`config.mk`:
```
export PLATFORM = sky130hd
export DESIGN_NAME = axi_lite_master_port_flat
export DESIGN_NICKNAME = d
export VERILOG_FILES = /design/src/rtl/axi_lite_master_port_if.sv /design/src/rtl/axi_lite_master_port.sv /design/src/flat_wrapper.sv
export SDC_FILE = /design/constraint.sdc
export NUM_CORES = 1
export LEC_CHECK = 0
export CORE_MARGIN = 4
export CORE_UTILIZATION = 36
export DETAILED_ROUTE_END_ITERATION = 8
export GPL_ROUTABILITY_DRIVEN = 0
export PLACE_DENSITY = 0.69
export SYNTH_ARGS = -nofsm -noshare
export SYNTH_HDL_FRONTEND = slang
export SYNTH_SLANG_ARGS = --single-unit
```
`constraint.sdc`:
```
create_clock -name aclk -period 2 [get_ports aclk]
set_input_delay 0.4 -clock aclk [delete_from_list [all_inputs] [get_ports aclk]]
set_output_delay 0.4 -clock aclk [all_outputs]
set_load 0.01 [all_outputs]
```
`src/rtl/axi_lite_master_port_if.sv`:
```
// Request/response port from the cache controller plus the AXI4-Lite channels.
// The master modport is the block's own view; the slave modport is the opposite side.
interface axi_lite_master_port_if;
   logic        req_valid;
   logic        req_ready;
   logic        req_write;
   logic [31:0] req_addr;
   logic [31:0] req_wdata;
   logic [3:0]  req_wstrb;
   logic        rsp_valid;
   logic        rsp_ready;
   logic [31:0] rsp_rdata;
   logic [1:0]  rsp_resp;
   logic [31:0] araddr;
   logic        arvalid;
   logic        arready;
   logic [31:0] rdata;
   logic [1:0]  rresp;
   logic        rvalid;
   logic        rready;
   logic [31:0] awaddr;
   logic        awvalid;
   logic        awready;
   logic [31:0] wdata;
   logic [3:0]  wstrb;
   logic        wvalid;
   logic        wready;
   logic [1:0]  bresp;
   logic        bvalid;
   logic        bready;

   modport master (
      input  req_valid, req_write, req_addr, req_wdata, req_wstrb, rsp_ready,
      input  arready, rdata, rresp, rvalid, awready, wready, bresp, bvalid,
      output req_ready, rsp_valid, rsp_rdata, rsp_resp,
      output araddr, arvalid, rready, awaddr, awvalid, wdata, wstrb, wvalid, bready
   );

   modport slave (
      output req_valid, req_write, req_addr, req_wdata, req_wstrb, rsp_ready,
      output arready, rdata, rresp, rvalid, awready, wready, bresp, bvalid,
      input  req_ready, rsp_valid, rsp_rdata, rsp_resp,
      input  araddr, arvalid, rready, awaddr, awvalid, wdata, wstrb, wvalid, bready
   );
endinterface

```
`src/rtl/axi_lite_master_port.sv`:
```
// Single-outstanding AXI4-Lite master bridging a simple request/response port.
// Optional watchdog with late-response drain: define AXIL_MASTER_TIMEOUT_EN.
module axi_lite_master_port #(
   parameter int unsigned TIMEOUT_CYCLES = 255
) (
   input logic                    aclk,
   input logic                    areset,
   axi_lite_master_port_if.master bus
);

   typedef enum logic [2:0] {
      IDLE, RD_ADDR, RD_DATA, WR_REQ, WR_RESP, RSP
`ifdef AXIL_MASTER_TIMEOUT_EN
      , DRAIN
`endif
   } state_t;

   state_t      state_q;
   logic        req_ready_q, rsp_valid_q;
   logic [31:0] rsp_rdata_q;
   logic [1:0]  rsp_resp_q;
   logic [31:0] araddr_q, awaddr_q, wdata_q;
   logic [3:0]  wstrb_q;
   logic        arvalid_q, rready_q, awvalid_q, wvalid_q, bready_q;
   logic        aw_done_q, w_done_q, wr_pend_q;

   logic ar_fire, r_fire, aw_fire, w_fire, b_fire, aw_w_done;

   assign ar_fire   = arvalid_q & bus.arready;
   assign r_fire    = rready_q  & bus.rvalid;
   assign aw_fire   = awvalid_q & bus.awready;
   assign w_fire    = wvalid_q  & bus.wready;
   assign b_fire    = bready_q  & bus.bvalid;
   // Both write halves complete, counting a handshake that fires this cycle
   assign aw_w_done = wr_pend_q & (aw_done_q | aw_fire) & (w_done_q | w_fire);

`ifdef AXIL_MASTER_TIMEOUT_EN
   localparam int CNT_W = (TIMEOUT_CYCLES < 256) ? 8 : $clog2(TIMEOUT_CYCLES + 1);
   logic [CNT_W-1:0] cnt_q;
   logic             timeout_q;
   logic             busy, expired, pending;

   assign busy    = (state_q == RD_ADDR) || (state_q == RD_DATA) ||
                    (state_q == WR_REQ)  || (state_q == WR_RESP);
   assign expired = busy && (cnt_q == CNT_W'(TIMEOUT_CYCLES - 1)) && !r_fire && !b_fire;
   assign pending = arvalid_q | rready_q | awvalid_q | wvalid_q | bready_q | wr_pend_q;
`endif

   always_ff @(posedge aclk) begin
      if (areset) begin
         state_q     <= IDLE;
         req_ready_q <= 1'b1;
         rsp_valid_q <= 1'b0;
         rsp_rdata_q <= '0;
         rsp_resp_q  <= '0;
         araddr_q    <= '0;
         awaddr_q    <= '0;
         wdata_q     <= '0;
         wstrb_q     <= '0;
         arvalid_q   <= 1'b0;
         rready_q    <= 1'b0;
         awvalid_q   <= 1'b0;
         wvalid_q    <= 1'b0;
         bready_q    <= 1'b0;
         aw_done_q   <= 1'b0;
         w_done_q    <= 1'b0;
         wr_pend_q   <= 1'b0;
`ifdef AXIL_MASTER_TIMEOUT_EN
         cnt_q       <= '0;
         timeout_q   <= 1'b0;
`endif
      end else begin
         // Channel handshakes progress in every state so a drain can finish them
         if (ar_fire) begin
            arvalid_q <= 1'b0;
            rready_q  <= 1'b1;
         end
         if (r_fire)  rready_q  <= 1'b0;
         if (aw_fire) awvalid_q <= 1'b0;
         if (w_fire)  wvalid_q  <= 1'b0;
         if (aw_w_done) begin
            bready_q  <= 1'b1;
            wr_pend_q <= 1'b0;
            aw_done_q <= 1'b0;
            w_done_q  <= 1'b0;
         end else begin
            if (aw_fire) aw_done_q <= 1'b1;
            if (w_fire)  w_done_q  <= 1'b1;
         end
         if (b_fire) bready_q <= 1'b0;
`ifdef AXIL_MASTER_TIMEOUT_EN
         if (busy) cnt_q <= cnt_q + 1'b1;
`endif

         case (state_q)
            IDLE: begin
               if (bus.req_valid && req_ready_q) begin
                  req_ready_q <= 1'b0;
`ifdef AXIL_MASTER_TIMEOUT_EN
                  cnt_q       <= '0;
`endif
                  if (bus.req_write) begin
                     awaddr_q  <= bus.req_addr;
                     wdata_q   <= bus.req_wdata;
                     wstrb_q   <= bus.req_wstrb;
                     awvalid_q <= 1'b1;
                     wvalid_q  <= 1'b1;
                     wr_pend_q <= 1'b1;
                     state_q   <= WR_REQ;
                  end else begin
                     araddr_q  <= bus.req_addr;
                     arvalid_q <= 1'b1;
                     state_q   <= RD_ADDR;
                  end
               end
            end
            RD_ADDR: if (ar_fire) state_q <= RD_DATA;
            RD_DATA: begin
               if (r_fire) begin
                  rsp_rdata_q <= bus.rdata;
                  rsp_resp_q  <= bus.rresp;
                  rsp_valid_q <= 1'b1;
                  state_q     <= RSP;
               end
            end
            WR_REQ: if (aw_w_done) state_q <= WR_RESP;
            WR_RESP: begin
               if (b_fire) begin
                  rsp_rdata_q <= '0;
                  rsp_resp_q  <= bus.bresp;
                  rsp_valid_q <= 1'b1;
                  state_q     <= RSP;
               end
            end
            RSP: begin
               if (rsp_valid_q && bus.rsp_ready) begin
                  rsp_valid_q <= 1'b0;
`ifdef AXIL_MASTER_TIMEOUT_EN
                  if (timeout_q) begin
                     timeout_q <= 1'b0;
                     state_q   <= DRAIN;
                  end else begin
                     req_ready_q <= 1'b1;
                     state_q     <= IDLE;
                  end
`else
                  req_ready_q <= 1'b1;
                  state_q     <= IDLE;
`endif
               end
            end
`ifdef AXIL_MASTER_TIMEOUT_EN
            DRAIN: begin
               if (!pending) begin
                  req_ready_q <= 1'b1;
                  state_q     <= IDLE;
               end
            end
`endif
            default: state_q <= IDLE;
         endcase

`ifdef AXIL_MASTER_TIMEOUT_EN
         // Watchdog overrides the wait; outstanding channels are left to drain
         if (expired) begin
            rsp_valid_q <= 1'b1;
            rsp_resp_q  <= 2'b11;
            rsp_rdata_q <= '0;
            timeout_q   <= 1'b1;
            state_q     <= RSP;
         end
`endif
      end
   end

   assign bus.req_ready = req_ready_q;
   assign bus.rsp_valid = rsp_valid_q;
   assign bus.rsp_rdata = rsp_rdata_q;
   assign bus.rsp_resp  = rsp_resp_q;
   assign bus.araddr    = araddr_q;
   assign bus.arvalid   = arvalid_q;
   assign bus.rready    = rready_q;
   assign bus.awaddr    = awaddr_q;
   assign bus.awvalid   = awvalid_q;
   assign bus.wdata     = wdata_q;
   assign bus.wstrb     = wstrb_q;
   assign bus.wvalid    = wvalid_q;
   assign bus.bready    = bready_q;

endmodule

```
`src/flat_wrapper.sv`:
```
// flat-port wrapper written by rule: the top's interface ports become plain ports
module axi_lite_master_port_flat 
#(
   parameter int unsigned TIMEOUT_CYCLES = 255
)
  (aclk, areset, bus_req_valid, bus_req_write, bus_req_addr, bus_req_wdata, bus_req_wstrb, bus_rsp_ready, bus_arready, bus_rdata, bus_rresp, bus_rvalid, bus_awready, bus_wready, bus_bresp, bus_bvalid, bus_req_ready, bus_rsp_valid, bus_rsp_rdata, bus_rsp_resp, bus_araddr, bus_arvalid, bus_rready, bus_awaddr, bus_awvalid, bus_wdata, bus_wstrb, bus_wvalid, bus_bready);
  axi_lite_master_port_if bus_i ();
  input logic aclk;
  input logic areset;
  input wire logic [$bits(bus_i.req_valid)-1:0] bus_req_valid;
  input wire logic [$bits(bus_i.req_write)-1:0] bus_req_write;
  input wire logic [$bits(bus_i.req_addr)-1:0] bus_req_addr;
  input wire logic [$bits(bus_i.req_wdata)-1:0] bus_req_wdata;
  input wire logic [$bits(bus_i.req_wstrb)-1:0] bus_req_wstrb;
  input wire logic [$bits(bus_i.rsp_ready)-1:0] bus_rsp_ready;
  input wire logic [$bits(bus_i.arready)-1:0] bus_arready;
  input wire logic [$bits(bus_i.rdata)-1:0] bus_rdata;
  input wire logic [$bits(bus_i.rresp)-1:0] bus_rresp;
  input wire logic [$bits(bus_i.rvalid)-1:0] bus_rvalid;
  input wire logic [$bits(bus_i.awready)-1:0] bus_awready;
  input wire logic [$bits(bus_i.wready)-1:0] bus_wready;
  input wire logic [$bits(bus_i.bresp)-1:0] bus_bresp;
  input wire logic [$bits(bus_i.bvalid)-1:0] bus_bvalid;
  output wire logic [$bits(bus_i.req_ready)-1:0] bus_req_ready;
  output wire logic [$bits(bus_i.rsp_valid)-1:0] bus_rsp_valid;
  output wire logic [$bits(bus_i.rsp_rdata)-1:0] bus_rsp_rdata;
  output wire logic [$bits(bus_i.rsp_resp)-1:0] bus_rsp_resp;
  output wire logic [$bits(bus_i.araddr)-1:0] bus_araddr;
  output wire logic [$bits(bus_i.arvalid)-1:0] bus_arvalid;
  output wire logic [$bits(bus_i.rready)-1:0] bus_rready;
  output wire logic [$bits(bus_i.awaddr)-1:0] bus_awaddr;
  output wire logic [$bits(bus_i.awvalid)-1:0] bus_awvalid;
  output wire logic [$bits(bus_i.wdata)-1:0] bus_wdata;
  output wire logic [$bits(bus_i.wstrb)-1:0] bus_wstrb;
  output wire logic [$bits(bus_i.wvalid)-1:0] bus_wvalid;
  output wire logic [$bits(bus_i.bready)-1:0] bus_bready;
  assign bus_i.req_valid = bus_req_valid;
  assign bus_i.req_write = bus_req_write;
  assign bus_i.req_addr = bus_req_addr;
  assign bus_i.req_wdata = bus_req_wdata;
  assign bus_i.req_wstrb = bus_req_wstrb;
  assign bus_i.rsp_ready = bus_rsp_ready;
  assign bus_i.arready = bus_arready;
  assign bus_i.rdata = bus_rdata;
  assign bus_i.rresp = bus_rresp;
  assign bus_i.rvalid = bus_rvalid;
  assign bus_i.awready = bus_awready;
  assign bus_i.wready = bus_wready;
  assign bus_i.bresp = bus_bresp;
  assign bus_i.bvalid = bus_bvalid;
  assign bus_req_ready = bus_i.req_ready;
  assign bus_rsp_valid = bus_i.rsp_valid;
  assign bus_rsp_rdata = bus_i.rsp_rdata;
  assign bus_rsp_resp = bus_i.rsp_resp;
  assign bus_araddr = bus_i.araddr;
  assign bus_arvalid = bus_i.arvalid;
  assign bus_rready = bus_i.rready;
  assign bus_awaddr = bus_i.awaddr;
  assign bus_awvalid = bus_i.awvalid;
  assign bus_wdata = bus_i.wdata;
  assign bus_wstrb = bus_i.wstrb;
  assign bus_wvalid = bus_i.wvalid;
  assign bus_bready = bus_i.bready;
  axi_lite_master_port #(.TIMEOUT_CYCLES(TIMEOUT_CYCLES)) u_core (.aclk(aclk), .areset(areset), .bus(bus_i));
endmodule
```
==> results by group <==
Yosys
  – Fraction of registers with async set/reset: 0%
  – Net Count, Synth: 772
  – Ys Warns: 0
  – Syn avg cell area: 8.08 µm²
  – Sequential-to-total area share from yosys stat: 55.3%
  – Cells after Synth: 658
  – Post-synth EDFFs: 0
  – Synthesized area: 0.00532 mm²
  – Share of the synthesized area in the top cell type: 55.3%
  – Flops & latches, synth: 147
  – Leading area contributor after synthesis: dfxtp_1
  – Netlist cell types: 37
  – Synth area leaders: dfxtp_1 55%, nand2_1 17%, a21oi_1 13%
  – Ys flop type: dfxtp_1

Power
  – Sequential power share: 36.7%
  – Internal power: 0.00704 W
  – Net Switching: 0.00291 W
  – Net Sw Frac: 29.3%
  – Clock power frac: 32.9%
  – Pwr Total: 0.00996 W
  – P_leak: 3.04 nW
  – VDD IR max: 0.583 mV
  – Pwr per Cell Area: 1140 mW/mm²
  – Comb power frac: 30.4%

Clock tree
  – Hold buffers post-CTS: 0
  – Reg clk slew, reported paths: 0.06 ns
  – Resized cells post-CTS: 0
  – H-tree levels: 4
  – Root cell of the clock tree: clkbuf_16
  – CTS max path bufs: 2
  – Postcts setup bufs: 0
  – Total CTS buffers: 17
  – Clock Latency Late Sink: 0.41 ns
  – CTS sink cnt: 147
  – CTS tree: done

Placement
  – DP Cell Count: 1062
  – Post-DP HPWL: 11000 µm
  – PortBufs: 254

Layout
  – Layout cells sized above 1: 5.73%
  – Antenna diodes: 0
  – Layout overhead on the synthesized area: 63.9%
  – Post-Layout Cell Count: 1091
  – Final Core Density: 60.2%
  – Fin nets: 1011

Worst setup path
  – CP top delay family: buffers and inverters
  – Critical Path AT: 1.43 ns
  – Critical Path, Cell by Cell: clkdlybuf4s50_1
  – Slowest Stage Delay on Critical Path: 0.59 ns
  – Slowest CP cell: clkdlybuf4s50_1
  – Setup CP Type: flip-flop to output port
  – CP bufs+invs: 1
  – Req. time, crit path: 1.60 ns
  – CP Max Fanout: 4
  – Crit. path cell count: 1
  – Critical path endpoint category: output port
  – Reg2reg path depth: 5
  – CP Launch Type: flip-flop

Global routing
  – Largest net degree at the start of global routing: 73
  – Initial antenna violation count: 0
  – Vias in the first global route: 4913
  – GRT overflow: 0
  – First-pass GRT wire length: 25200 µm
  – GRT Util Overall: 18.9%

Die
  – # IOs: 255
  – Initial core utilization: 36.7%
  – Core box area: 0.0145 mm²
  – Placement row count: 44
  – Die ar.: 0.0168 mm²
  – Vert. Die Dim: 130 µm
  – Chip width: 130 µm

Drt
  – DRC: 0
  – 1st-iter DRT viols: 204
  – Routed len/inst: 14.8 µm
  – Drt first pass iters: 4
  – Avg Vias per Cell: 4.77
  – Final ANT Viol Nets: 0
  – Wirelength, routed: 16100 µm
  – Via count: 5208

STA
  – RSZ-0062 raised after global routing: no
  – Final Hold Vio Count: 0
  – Slew Limit Fails: 0
  – Final setup violating endpoints: 0
  – Least-Margin Pin Slew: 0.416 ns
  – Crit path time final: 1.83 ns
  – Final Cycle Share: 91.3%
  – Worst Clk Skew: 0.00404 ns
  – Max Fclk: 0.548 GHz
  – Relative slew slack: 71.8%

Worst hold path
  – Worst Hold Class: primary input to flip-flop
  – WHS Path Cells: 2

Flow run
  – Max-Cap Viols: 0

Outcome
  – Outcome: complete, no violations
[registers in the layout, summed over array words and instances (netlist names), 2 cells and up]
signal / count
u_core.bus.rsp_rdata: 32
u_core.bus.wstrb: 4
u_core.bus.awaddr: 32
u_core.bus.wdata: 32
u_core.state_q: 3
u_core.bus.rsp_resp: 2
u_core.bus.araddr: 32
[layout by cell type (no fill, tap or decap), drive strengths merged, types with 2 or more instances in the layout]
master / instances
nand3b: 2
nor3: 5
clkdlybuf4s50: 253
nand2b: 7
clkbuf: 25
bufinv: 3
o21ai: 2
inv: 3
a31oi: 2
a21oi: 140
nand3: 33
nand2: 236
buf: 17
a211oi: 3
nor2: 7
dfxtp: 147
mux2i: 4
[metrics by stage]
step / hold slack [ns] / cell area [µm²] / setup slack, ns / setup TNS (ns)
global route: 0.418 / 8720 / 0.0779 / 0
detailed placement: 0.443 / 8110 / -0.0382 / -0.344
floorplan: 0.454 / 5320 / 0.403 / 0
finish: 0.421 / 8720 / 0.175 / 0
CTS: 0.393 / 8720 / 0.140 / 0
global placement: 0.437 / 8110 / 0.0267 / 0
[metal layers]
layer / track usage, % / vias up / part of all wire, %
li1: - / 2654 / -
met1: 23.9 / 2346 / 43
met2: 29.4 / 182 / 46
met3: 7.13 / 26 / 9.2
met4: 7.09 / 0 / 2.2
met5: 0 / - / 0
[kinds of logic after synthesis]
| family | after synthesis | share of synthesized area [%] |
|---|---|---|
| flip-flops | 147 | 55.3 |
| AO/OA/AOI/OAI | 155 | 15.8 |
| buffers and inverters | 53 | 4.66 |
| AND/OR/NAND/NOR | 298 | 23.3 |
| multiplexers | 5 | 0.964 |
[power groups by stage]
stage / combinational, W / clock [W] / sequential, W
3_5_place_dp: 0.00306 / 0 / 0.00371
5_1_grt: 0.00330 / 0.00349 / 0.00371
6_report: 0.00302 / 0.00328 / 0.00365
4_1_cts: 0.00308 / 0.00336 / 0.00366
2_1_floorplan: 0.00135 / 0 / 0.00386
3_3_place_gp: 0.00304 / 0 / 0.00370
[cell usage after synthesis, types with 4 or more instances]
cell type  instances
nor2_1             7
dfxtp_1          147
nand2_1          236
a21oi_1          140
clkbuf_1          31
nand3_1           33
nand2b_1           7
mux2i_1            4
buf_2             12
nor3_1             4
[path summary, 6_finish.rpt]
check,slack (ns),endpoint,startpoint
worst min register to register,0.45,u_core.bus.rsp_rdata[14]$_SDFFE_PP0P_,u_core.bus.rsp_rdata[14]$_SDFFE_PP0P_
worst max-delay path,0.17,bus_bready,u_core.bus.bready$_SDFFE_PP0P_
worst min-delay path,0.42,u_core.bus.rready$_SDFFE_PP0P_,areset
worst max register to register,0.28,u_core.bus.rsp_resp[1]$_SDFFE_PP0P_,u_core.state_q[1]$_SDFFE_PP0P_
[area by class of cell]
| class | instances | area [µm²] |
|---|---|---|
| repair buffers | 270 | 2790 |
| well taps | 184 | 230 |
| clock buffers | 25 | 515 |
| fillers | 1313 | 5760 |
| flip-flops and latches | 147 | 2940 |
| inverters | 3 | 11.3 |
| clock inverters | 4 | 95.1 |
| multi-input cells | 458 | 2140 |
Note: power is estimated with default switching activity, not from simulation.
